<file path="config.mk">
export PLATFORM = sky130hd
export DESIGN_NAME = psram_rd_arbiter
export DESIGN_NICKNAME = d
export VERILOG_FILES = /design/src/rtl/psram_pkg.sv /design/src/rtl/rr_arbiter.sv /design/src/rtl/psram_rd_arbiter.sv
export SDC_FILE = /design/constraint.sdc
export NUM_CORES = 1
export LEC_CHECK = 0
export CAP_MARGIN = 20
export CORE_MARGIN = 3
export CORE_UTILIZATION = 45
export CTS_BUF_LIST = sky130_fd_sc_hd__clkbuf_4
export CTS_CLUSTER_DIAMETER = 100
export CTS_CLUSTER_SIZE = 25
export DETAILED_ROUTE_END_ITERATION = 8
export PLACE_DENSITY = 0.81
export SLEW_MARGIN = 10
export SYNTH_ARGS = -nofsm -noshare
export SYNTH_HDL_FRONTEND = slang
export SYNTH_SLANG_ARGS = --single-unit
</file>
<file path="constraint.sdc">
create_clock -name clk -period 9.63 [get_ports clk]
set_input_delay 1.926 -clock clk [delete_from_list [all_inputs] [get_ports clk]]
set_output_delay 1.926 -clock clk [all_outputs]
set_load 0.01 [all_outputs]
</file>
<file path="src/rtl/psram_pkg.sv">
// Shared constants and FSM encoding for the PSRAM read path.
// Imported by the arbiter top and its sub-blocks.
package psram_pkg;

  localparam logic [7:0] PSRAM_RD_CMD     = 8'h03;
  localparam int         PSRAM_XFER_BYTES = 4;
  localparam logic [2:0] PSRAM_SIZE_WORD  = 3'd4;
  localparam int         PSRAM_ADDR_BITS  = 24;

  typedef enum logic [1:0] {
    ST_IDLE  = 2'd0,
    ST_ISSUE = 2'd1,
    ST_WAIT  = 2'd2
  } rd_state_e;

endpackage

</file>
<file path="src/rtl/rr_arbiter.sv">
// Combinational round-robin pick: first request at or after ptr,
// searched in cyclic order. Returns one-hot grant and its index.
module rr_arbiter #(
  parameter  int NUM_REQ = 4,
  localparam int IW      = $clog2(NUM_REQ)
) (
  input  logic [NUM_REQ-1:0] req,
  input  logic [IW-1:0]      ptr,
  output logic [NUM_REQ-1:0] gnt,
  output logic [IW-1:0]      idx,
  output logic               any
);

  int c;

  always_comb begin
    gnt = '0;
    idx = '0;
    any = 1'b0;
    c   = 0;
    for (int i = 0; i < NUM_REQ; i++) begin
      c = int'(ptr) + i;
      if (c >= NUM_REQ) c = c - NUM_REQ;
      if (!any && req[IW'(c)]) begin
        any          = 1'b1;
        gnt[IW'(c)]  = 1'b1;
        idx          = IW'(c);
      end
    end
  end

endmodule

</file>
<file path="src/rtl/psram_rd_arbiter.sv">
// Round-robin burst read scheduler sharing one PSRAM controller
// port between NUM_REQ loaders; one word per controller transaction.
module psram_rd_arbiter
  import psram_pkg::*;
#(
  parameter int         NUM_REQ   = 4,
  parameter int         LEN_BITS  = 16,
  parameter int         ADDR_BITS = PSRAM_ADDR_BITS,
  parameter logic [7:0] RD_CMD    = PSRAM_RD_CMD
) (
  input  logic                         clk,
  input  logic                         rst_n,
  input  logic [NUM_REQ-1:0]           req,
  input  logic [NUM_REQ*ADDR_BITS-1:0] req_addr,
  input  logic [NUM_REQ*LEN_BITS-1:0]  req_len,
  output logic [NUM_REQ-1:0]           gnt,
  output logic [31:0]                  rdata,
  output logic [NUM_REQ-1:0]           rvalid,
  output logic [NUM_REQ-1:0]           burst_done,
  output logic                         busy,
  output logic [ADDR_BITS-1:0]         psram_addr,
  output logic [2:0]                   psram_size,
  output logic                         psram_start,
  output logic [7:0]                   psram_cmd,
  output logic                         psram_rd_wr,
  output logic                         psram_qspi,
  output logic                         psram_qpi,
  output logic                         psram_short_cmd,
  input  logic                         psram_done,
  input  logic [31:0]                  psram_data_o
);

  localparam int IW = $clog2(NUM_REQ);
  localparam logic [NUM_REQ-1:0] ONE = NUM_REQ'(1);
  localparam logic [ADDR_BITS-1:0] STEP =
    ADDR_BITS'(PSRAM_XFER_BYTES);

  rd_state_e            state;
  logic [IW-1:0]        rr_ptr;
  logic [IW-1:0]        owner;
  logic [ADDR_BITS-1:0] cur_addr;
  logic [LEN_BITS-1:0]  remaining;

  logic [NUM_REQ-1:0]   arb_gnt;
  logic [IW-1:0]        arb_idx;
  logic                 arb_any;
  logic [ADDR_BITS-1:0] sel_addr;
  logic [LEN_BITS-1:0]  sel_len;

  assign psram_size      = PSRAM_SIZE_WORD;
  assign psram_cmd       = RD_CMD;
  assign psram_rd_wr     = 1'b0;
  assign psram_qspi      = 1'b0;
  assign psram_qpi       = 1'b0;
  assign psram_short_cmd = 1'b0;

  rr_arbiter #(.NUM_REQ(NUM_REQ)) u_arb (
    .req (req),
    .ptr (rr_ptr),
    .gnt (arb_gnt),
    .idx (arb_idx),
    .any (arb_any)
  );

  always_comb begin
    sel_addr = '0;
    sel_len  = '0;
    for (int i = 0; i < NUM_REQ; i++) begin
      if (arb_gnt[i]) begin
        sel_addr = req_addr[i*ADDR_BITS +: ADDR_BITS];
        sel_len  = req_len[i*LEN_BITS +: LEN_BITS];
      end
    end
  end

  function automatic logic [IW-1:0] ptr_after(
    input logic [IW-1:0] k
  );
    return (int'(k) == NUM_REQ - 1) ? '0 : k + 1'b1;
  endfunction

  always_ff @(posedge clk or negedge rst_n) begin
    if (!rst_n) begin
      state       <= ST_IDLE;
      rr_ptr      <= '0;
      owner       <= '0;
      cur_addr    <= '0;
      remaining   <= '0;
      gnt         <= '0;
      rvalid      <= '0;
      burst_done  <= '0;
      busy        <= 1'b0;
      rdata       <= '0;
      psram_addr  <= '0;
      psram_start <= 1'b0;
    end else begin
      gnt         <= '0;
      rvalid      <= '0;
      burst_done  <= '0;
      psram_start <= 1'b0;
      unique case (state)
        ST_IDLE: begin
          if (arb_any) begin
            gnt       <= arb_gnt;
            owner     <= arb_idx;
            cur_addr  <= sel_addr;
            remaining <= sel_len;
            // empty burst completes without touching the PSRAM
            if (sel_len == '0) begin
              burst_done <= arb_gnt;
              rr_ptr     <= ptr_after(arb_idx);
            end else begin
              state <= ST_ISSUE;
              busy  <= 1'b1;
            end
          end
        end
        ST_ISSUE: begin
          psram_addr  <= cur_addr;
          psram_start <= 1'b1;
          state       <= ST_WAIT;
        end
        ST_WAIT: begin
          if (psram_done) begin
            rdata     <= psram_data_o;
            rvalid    <= ONE << owner;
            cur_addr  <= cur_addr + STEP;
            remaining <= remaining - 1'b1;
            if (remaining == LEN_BITS'(1)) begin
              burst_done <= ONE << owner;
              rr_ptr     <= ptr_after(owner);
              state      <= ST_IDLE;
              busy       <= 1'b0;
            end else begin
              state <= ST_ISSUE;
            end
          end
        end
        default: begin
          state <= ST_IDLE;
          busy  <= 1'b0;
        end
      endcase
    end
  end

endmodule

</file>
==> flow_metrics.env, run 1 <==
export IMPL_ys_seq_area_frac=0.413
export IMPL_io_pins=284
export IMPL_htreeDepth=4
export IMPL_grt_util_all_layers=0.260
export IMPL_synth_edff_count=0
export IMPL_path_depth=12
export IMPL_dp_hpwl_um=16900
export IMPL_yosysTopAreaCell="dfrtp_1"
export IMPL_drt_first_pass_iters=6
export IMPL_crit_buf_inv=2
export IMPL_synth_compound_gate_area_share=0.244
export IMPL_wl_per_cell_um=17.8
export IMPL_max_vdd_ir_drop_uv=186
export IMPL_grt_max_degree=69
export IMPL_worstPathArrival_ns=6.27
export IMPL_gp_congestion=0.925
export IMPL_ctsResizeCount=0
export IMPL_drv_cap=0
export IMPL_slew_violations=0
export IMPL_tightest_slew_ns=1.00
export IMPL_core_mm2=0.0153
export IMPL_synth_top_cell_area_share=0.413
export IMPL_netlist_area_mm2=0.00702
export IMPL_path_clk_slew_ns=0.10
export IMPL_route_detailed_drc=0
export IMPL_cts_max_path_buffers=2
export IMPL_synth_simple_gate_area_frac=0.188
export IMPL_rsz0062_at_grt="no"
export IMPL_syn_inst=813
export IMPL_layout_commonest_cell="clkdlybuf4s50_1"
export IMPL_fp_row_count=45
export IMPL_fin_crit_sh=0.603
export IMPL_wl_um=22700
export IMPL_fin_ws_ns=3.82
export IMPL_synthTopCellsByArea="dfrtp_1 (41%), nand2_1 (7.6%), o21ai_0 (5.1%), a221oi_1 (4.7%), a21oi_1 (4.3%)"
export IMPL_outcome="finished clean"
export IMPL_postCtsSetupRepairBufs=0
export IMPL_synthAdderAreaFrac=0.0285
export IMPL_grt_pass1_vias=6760
export IMPL_die_h_um=131
export IMPL_crit_slowest_cell="a222oi_1"
export IMPL_ys_ff_latch=116
export IMPL_skew_ns=0.0190
export IMPL_whs_ns=0.484
export IMPL_cts_buffers=17
export IMPL_period_needed_ns=5.81
export IMPL_clk_insertion_delay_late_ns=0.55
export IMPL_async_flop_share=1.00
export IMPL_max_stage_delay_ns=0.77
export IMPL_synth_ff_type="dfrtp_1"
export IMPL_cts_sinks=116
export IMPL_timing_critical_path_max_delay_family="compound AO/OA/AOI/OAI gates"
export IMPL_hold_violations=0
export IMPL_cp_max_fo=30
export IMPL_cts_tree="built"
export IMPL_synth_cell_types=65
export IMPL_layout_nets=1266
export IMPL_port_buffers=268
export IMPL_avgSynthCellArea_um2=8.64
export IMPL_slew_limit_headroom=0.331
export IMPL_fin_total_pwr_mw=3.29
export IMPL_ant_nets=0
export IMPL_routed_via_count=7211
export IMPL_pre_cts_ws_ns=3.33
export IMPL_start_kind="input pin"
export IMPL_cts_root_buf="clkbuf_4"
export IMPL_drive_gt1_frac=0.0789
export IMPL_initial_core_util=0.460
export IMPL_r2r_setup_slack_ns=4.48
export IMPL_drt_iter0_markers=501
export IMPL_leakage_nw=4.30
export IMPL_cp_common_cell="a222oi_1"
export IMPL_powerDensity_mw_per_mm2=326
export IMPL_stdcell_area_mm2=0.0101
export IMPL_crit_type="input pin to flip-flop"
export IMPL_most_common_layout_cells="clkdlybuf4s50_1 (267), nand2_1 (142), dfrtp_1 (116)"
export IMPL_grt_pass1_wl_um=34800
export IMPL_reg2regPathDepth=12
export IMPL_synthMuxAreaShare=0.0622
export IMPL_grt_overflow_total=0
export IMPL_die_area_mm2=0.0171
export IMPL_crit_path_end_kind="flip-flop"
export IMPL_die_w_um=131
export IMPL_synthXorXnorAreaFrac=0
export IMPL_vias_per_cell=5.65
export IMPL_hold_buffers=0
export IMPL_worstHoldPathCells=2
export IMPL_crit_chain="clkdlybuf4s50_1 > and3b_1 > o211a_1 > a222oi_1 > nand2_1 > buf_4 > a2111o_1 > a222oi_1 > and4_1 > nand4_4 > o21ai_4 > mux2i_1"
export IMPL_cp_data_required_time_ns=10.09
export IMPL_finalSetupTns_ns=0
export IMPL_syn_to_final_growth_pct=43.9
export IMPL_fmax_mhz=172
export IMPL_antenna_found_initial=0
export IMPL_synth_top_family_by_area="compound AO/OA/AOI/OAI gates"
export IMPL_placed_area_mm2=0.00979
export IMPL_hp_class="flip-flop to flip-flop"
export IMPL_yosysWarnings=0
export IMPL_setup_viol=0
## synthesized netlist by cell type, drive strengths merged (16+ instances only)
cell	n
nor2	69
inv	18
buf	28
o21ai	74
nor3	20
nand2	142
clkbuf	47
ha	16
a21oi	61
mux2	25
dfrtp	116
a221oi	38
## worst paths after layout
check / startpoint / to
setup / recovery: req[1] / rr_ptr[1]
hold / removal: rdata[15] / rdata[15]
setup reg to reg: rr_ptr[0] / rr_ptr[1]
hold reg to reg: rdata[15] / rdata[15]
max in group asynchronous: rst_n / remaining[6]
min in group asynchronous: rst_n / rdata[4]
## per-layer routing
metal	GRT usage	vias up	wire length (µm)
met3	0.0484	45	1770
met5	0	-	0
met2	0.443	339	11100
li1	-	3413	-
met1	0.334	3414	9330
met4	0.0847	0	488
## logic make-up after synthesis
logic type / Yosys count
adders and majority gates: 16
other: 2
DFF: 116
AOI/OAI and AO/OA: 254
buffers and inverters: 93
and+or+nand+nor: 294
muxes: 38
## cell type report
type                    instances  area, µm²
clock buffers                  18        135
diodes                          1       2.50
flip-flops and latches        116       2900
clock inverters                14        163
well taps                     211        264
fillers                      1277       5150
repair buffers                281       2800
inverters                      18       67.6
multi-input cells             617       3770
## per-stage QoR
stage / utilization / instances
after global placement: 0.640 / 1241
final: 0.662 / 1276
after detailed placement: 0.642 / 1242
after floorplan: - / 826
after CTS: 0.661 / 1274
after global routing: 0.662 / 1275
## sequential cells by signal, indices dropped and copies added (netlist names)
register and flops:
busy 1, rvalid 4, burst_done 4, psram_addr 24, gnt 4, rr_ptr 2
owner 2, rdata 32, remaining 16, cur_addr 24, psram_start 1, state 2
## tightest hold or removal path, delay by kind of cell, from the launching register on
kind,cells,cell delay (ns)
simple gates,2,0.11
flops,1,0.35
## power breakdown
| part | internal [mW] | switching, mW |
|---|---|---|
| Sequential | 0.710 | 0.180 |
| Clock | 0.181 | 0.195 |
| Combinational | 0.933 | 1.09 |
| Total | 1.82 | 1.47 |
No activity file was read; power rests on OpenSTA's default activity.
==> run 2, diff against run 1 <==
- CORE_UTILIZATION: 45 -> 41
- PLACE_DENSITY: 0.81 -> 0.78
- clock period: 9.63 -> 5.3 ns (I/O delays scaled with it)
==> flow_metrics.env, run 2 (synthesis gave the netlist of run 1 again) <==
export IMPL_syn_to_final_growth_pct=45.4
export IMPL_stdcell_area_mm2=0.0102
export IMPL_wl_met2_um=11100
export IMPL_reg_top3="rdata (32), cur_addr (24), psram_addr (24)"
export IMPL_die_area_mm2=0.0187
export IMPL_htreeDepth=4
export IMPL_initial_core_util=0.421
export IMPL_drt_first_pass_iters=7
export IMPL_wl_per_cell_um=18.0
export IMPL_clockPowerShare=0.123
export IMPL_io_pins=284
export IMPL_wl_um=23200
export IMPL_multi_input_area_mm2=0.00377
export IMPL_whs_ns=0.482
export IMPL_core_mm2=0.0167
export IMPL_die_w_um=137
export IMPL_postCtsSetupRepairBufs=0
export IMPL_clk_insertion_delay_late_ns=0.53
export IMPL_crit_type="input pin to flip-flop"
export IMPL_fin_crit_sh=0.848
export IMPL_slew_limit_headroom=0.362
export IMPL_power_frac_seq=0.264
export IMPL_slew_violations=0
export IMPL_setup_viol=0
export IMPL_drv_cap=0
export IMPL_grt_overflow_total=0
export IMPL_rsz0062_at_grt="no"
export IMPL_maxUsedRoutingLayer="met4"
export IMPL_crit_path_end_kind="flip-flop"
export IMPL_gp_congestion=0.898
export IMPL_worstPathArrival_ns=4.96
export IMPL_regMostFlops="rdata"
export IMPL_wl_met3_um=1820
export IMPL_drive_gt1_frac=0.0842
export IMPL_drt_iter0_markers=459
export IMPL_cts_tree="built"
export IMPL_switchingPower_mw=2.69
export IMPL_grt_pass1_wl_um=35600
export IMPL_vias_per_cell=5.59
export IMPL_p_int_mw=3.39
export IMPL_wl_met1_um=9730
export IMPL_fmax_mhz=222
export IMPL_most_common_layout_cells="clkdlybuf4s50_1 (267), nand2_1 (142), dfrtp_1 (116)"
export IMPL_fillers=1479
export IMPL_antenna_found_initial=0
export IMPL_layout_nets=1272
export IMPL_path_clk_slew_ns=0.13
export IMPL_ctsResizeCount=0
export IMPL_hp_class="input pin to async pin"
export IMPL_period_needed_ns=4.50
export IMPL_cts_max_path_buffers=2
export IMPL_grt_max_degree=87
export IMPL_dp_cells=1257
export IMPL_num_antenna_cells=0
export IMPL_fp_row_count=47
export IMPL_cp_max_fo=42
export IMPL_die_h_um=137
export IMPL_finalSetupTns_ns=0
export IMPL_skew_ns=0.0185
export IMPL_tightest_slew_ns=0.955
export IMPL_outcome="finished clean"
export IMPL_cp_data_required_time_ns=5.76
export IMPL_grt_pass1_vias=6865
export IMPL_hold_buffers=0
export IMPL_cts_sinks=116
export IMPL_instances_no_fill=1289
export IMPL_cts_root_buf="clkbuf_4"
export IMPL_max_vdd_ir_drop_uv=262
export IMPL_post_route_util=0.611
export IMPL_combPwrFrac=0.614
export IMPL_largest_register_ffs=32
export IMPL_ant_nets=0
export IMPL_cts_buffers=17
export IMPL_layout_commonest_cell="clkdlybuf4s50_1"
export IMPL_powerDensity_mw_per_mm2=596
export IMPL_routed_via_count=7205
export IMPL_dp_hpwl_um=17400
export IMPL_port_buffers=268
export IMPL_leakage_nw=4.36
export IMPL_placed_area_mm2=0.00985
export IMPL_switching_share=0.442
export IMPL_grt_util_all_layers=0.241
export IMPL_seqCellArea_mm2=0.00290
export IMPL_hold_violations=0
export IMPL_reg2regPathDepth=12
export IMPL_route_detailed_drc=0
export IMPL_start_kind="input pin"
-- run 2: cell types whose count changed in the layout (fill, tap and decap cells not counted), sizes merged --
cell      delta
buf          +6
bufinv       +1
clkbuf       -1
clkinv       -3
clkinvlp     -2
diode        -1
inv          +4
-- run 2: cell type report --
cell class              instances  share of cell area
repair buffers                287               0.280
inverters                      18             0.00662
clock buffers                  17              0.0125
flip-flops and latches        116               0.284
multi-input cells             617               0.370
well taps                     220              0.0270
clock inverters                14              0.0198
-- run 2: worst paths after layout --
kind	from	endpoint	slack, ns
max in group asynchronous	rst_n	psram_addr[18]	4.02
min in group clk	rdata[3]	rdata[3]	0.48
setup reg to reg	rr_ptr[1]	rr_ptr[0]	0.82
hold reg to reg	rdata[3]	rdata[3]	0.48
hold / removal	rst_n	rdata[13]	0.48
setup / recovery	req[1]	rr_ptr[0]	0.80
-- run 2: power groups by stage --
stage | Combinational [mW] | Sequential, mW | Clock (mW)
2_1_floorplan | 2.32 | 1.64 | 0
4_1_cts | 3.74 | 1.60 | 0.763
3_5_place_dp | 3.72 | 1.62 | 0
6_report | 3.73 | 1.60 | 0.746
5_1_grt | 4.14 | 1.65 | 0.806
3_3_place_gp | 3.63 | 1.60 | 0
-- run 2: stage by stage --
stage                     setup slack [ns]  power (mW)
after floorplan                       1.43        3.96
final                                0.804        6.08
after global placement               0.420        5.23
after global routing                 0.473        6.60
after detailed placement             0.279        5.34
after CTS                            0.836        6.10
-- run 2: critical path, cell delays in order --
cell	delay, ns
clkdlybuf4s50_1	0.68
and3b_1	0.22
o211a_1	0.28
a222oi_1	0.71
nand2_1	0.11
buf_4	0.29
a2111o_1	0.36
a222oi_1	0.35
and4_1	0.29
nand4_4	0.17
o21ai_4	0.19
mux2i_1	0.23
-- run 2: layer usage --
layer,up-vias,global-route usage
met3,40,0.0625
li1,3427,-
met5,-,0
met2,332,0.402
met1,3406,0.309
met4,0,0.0732
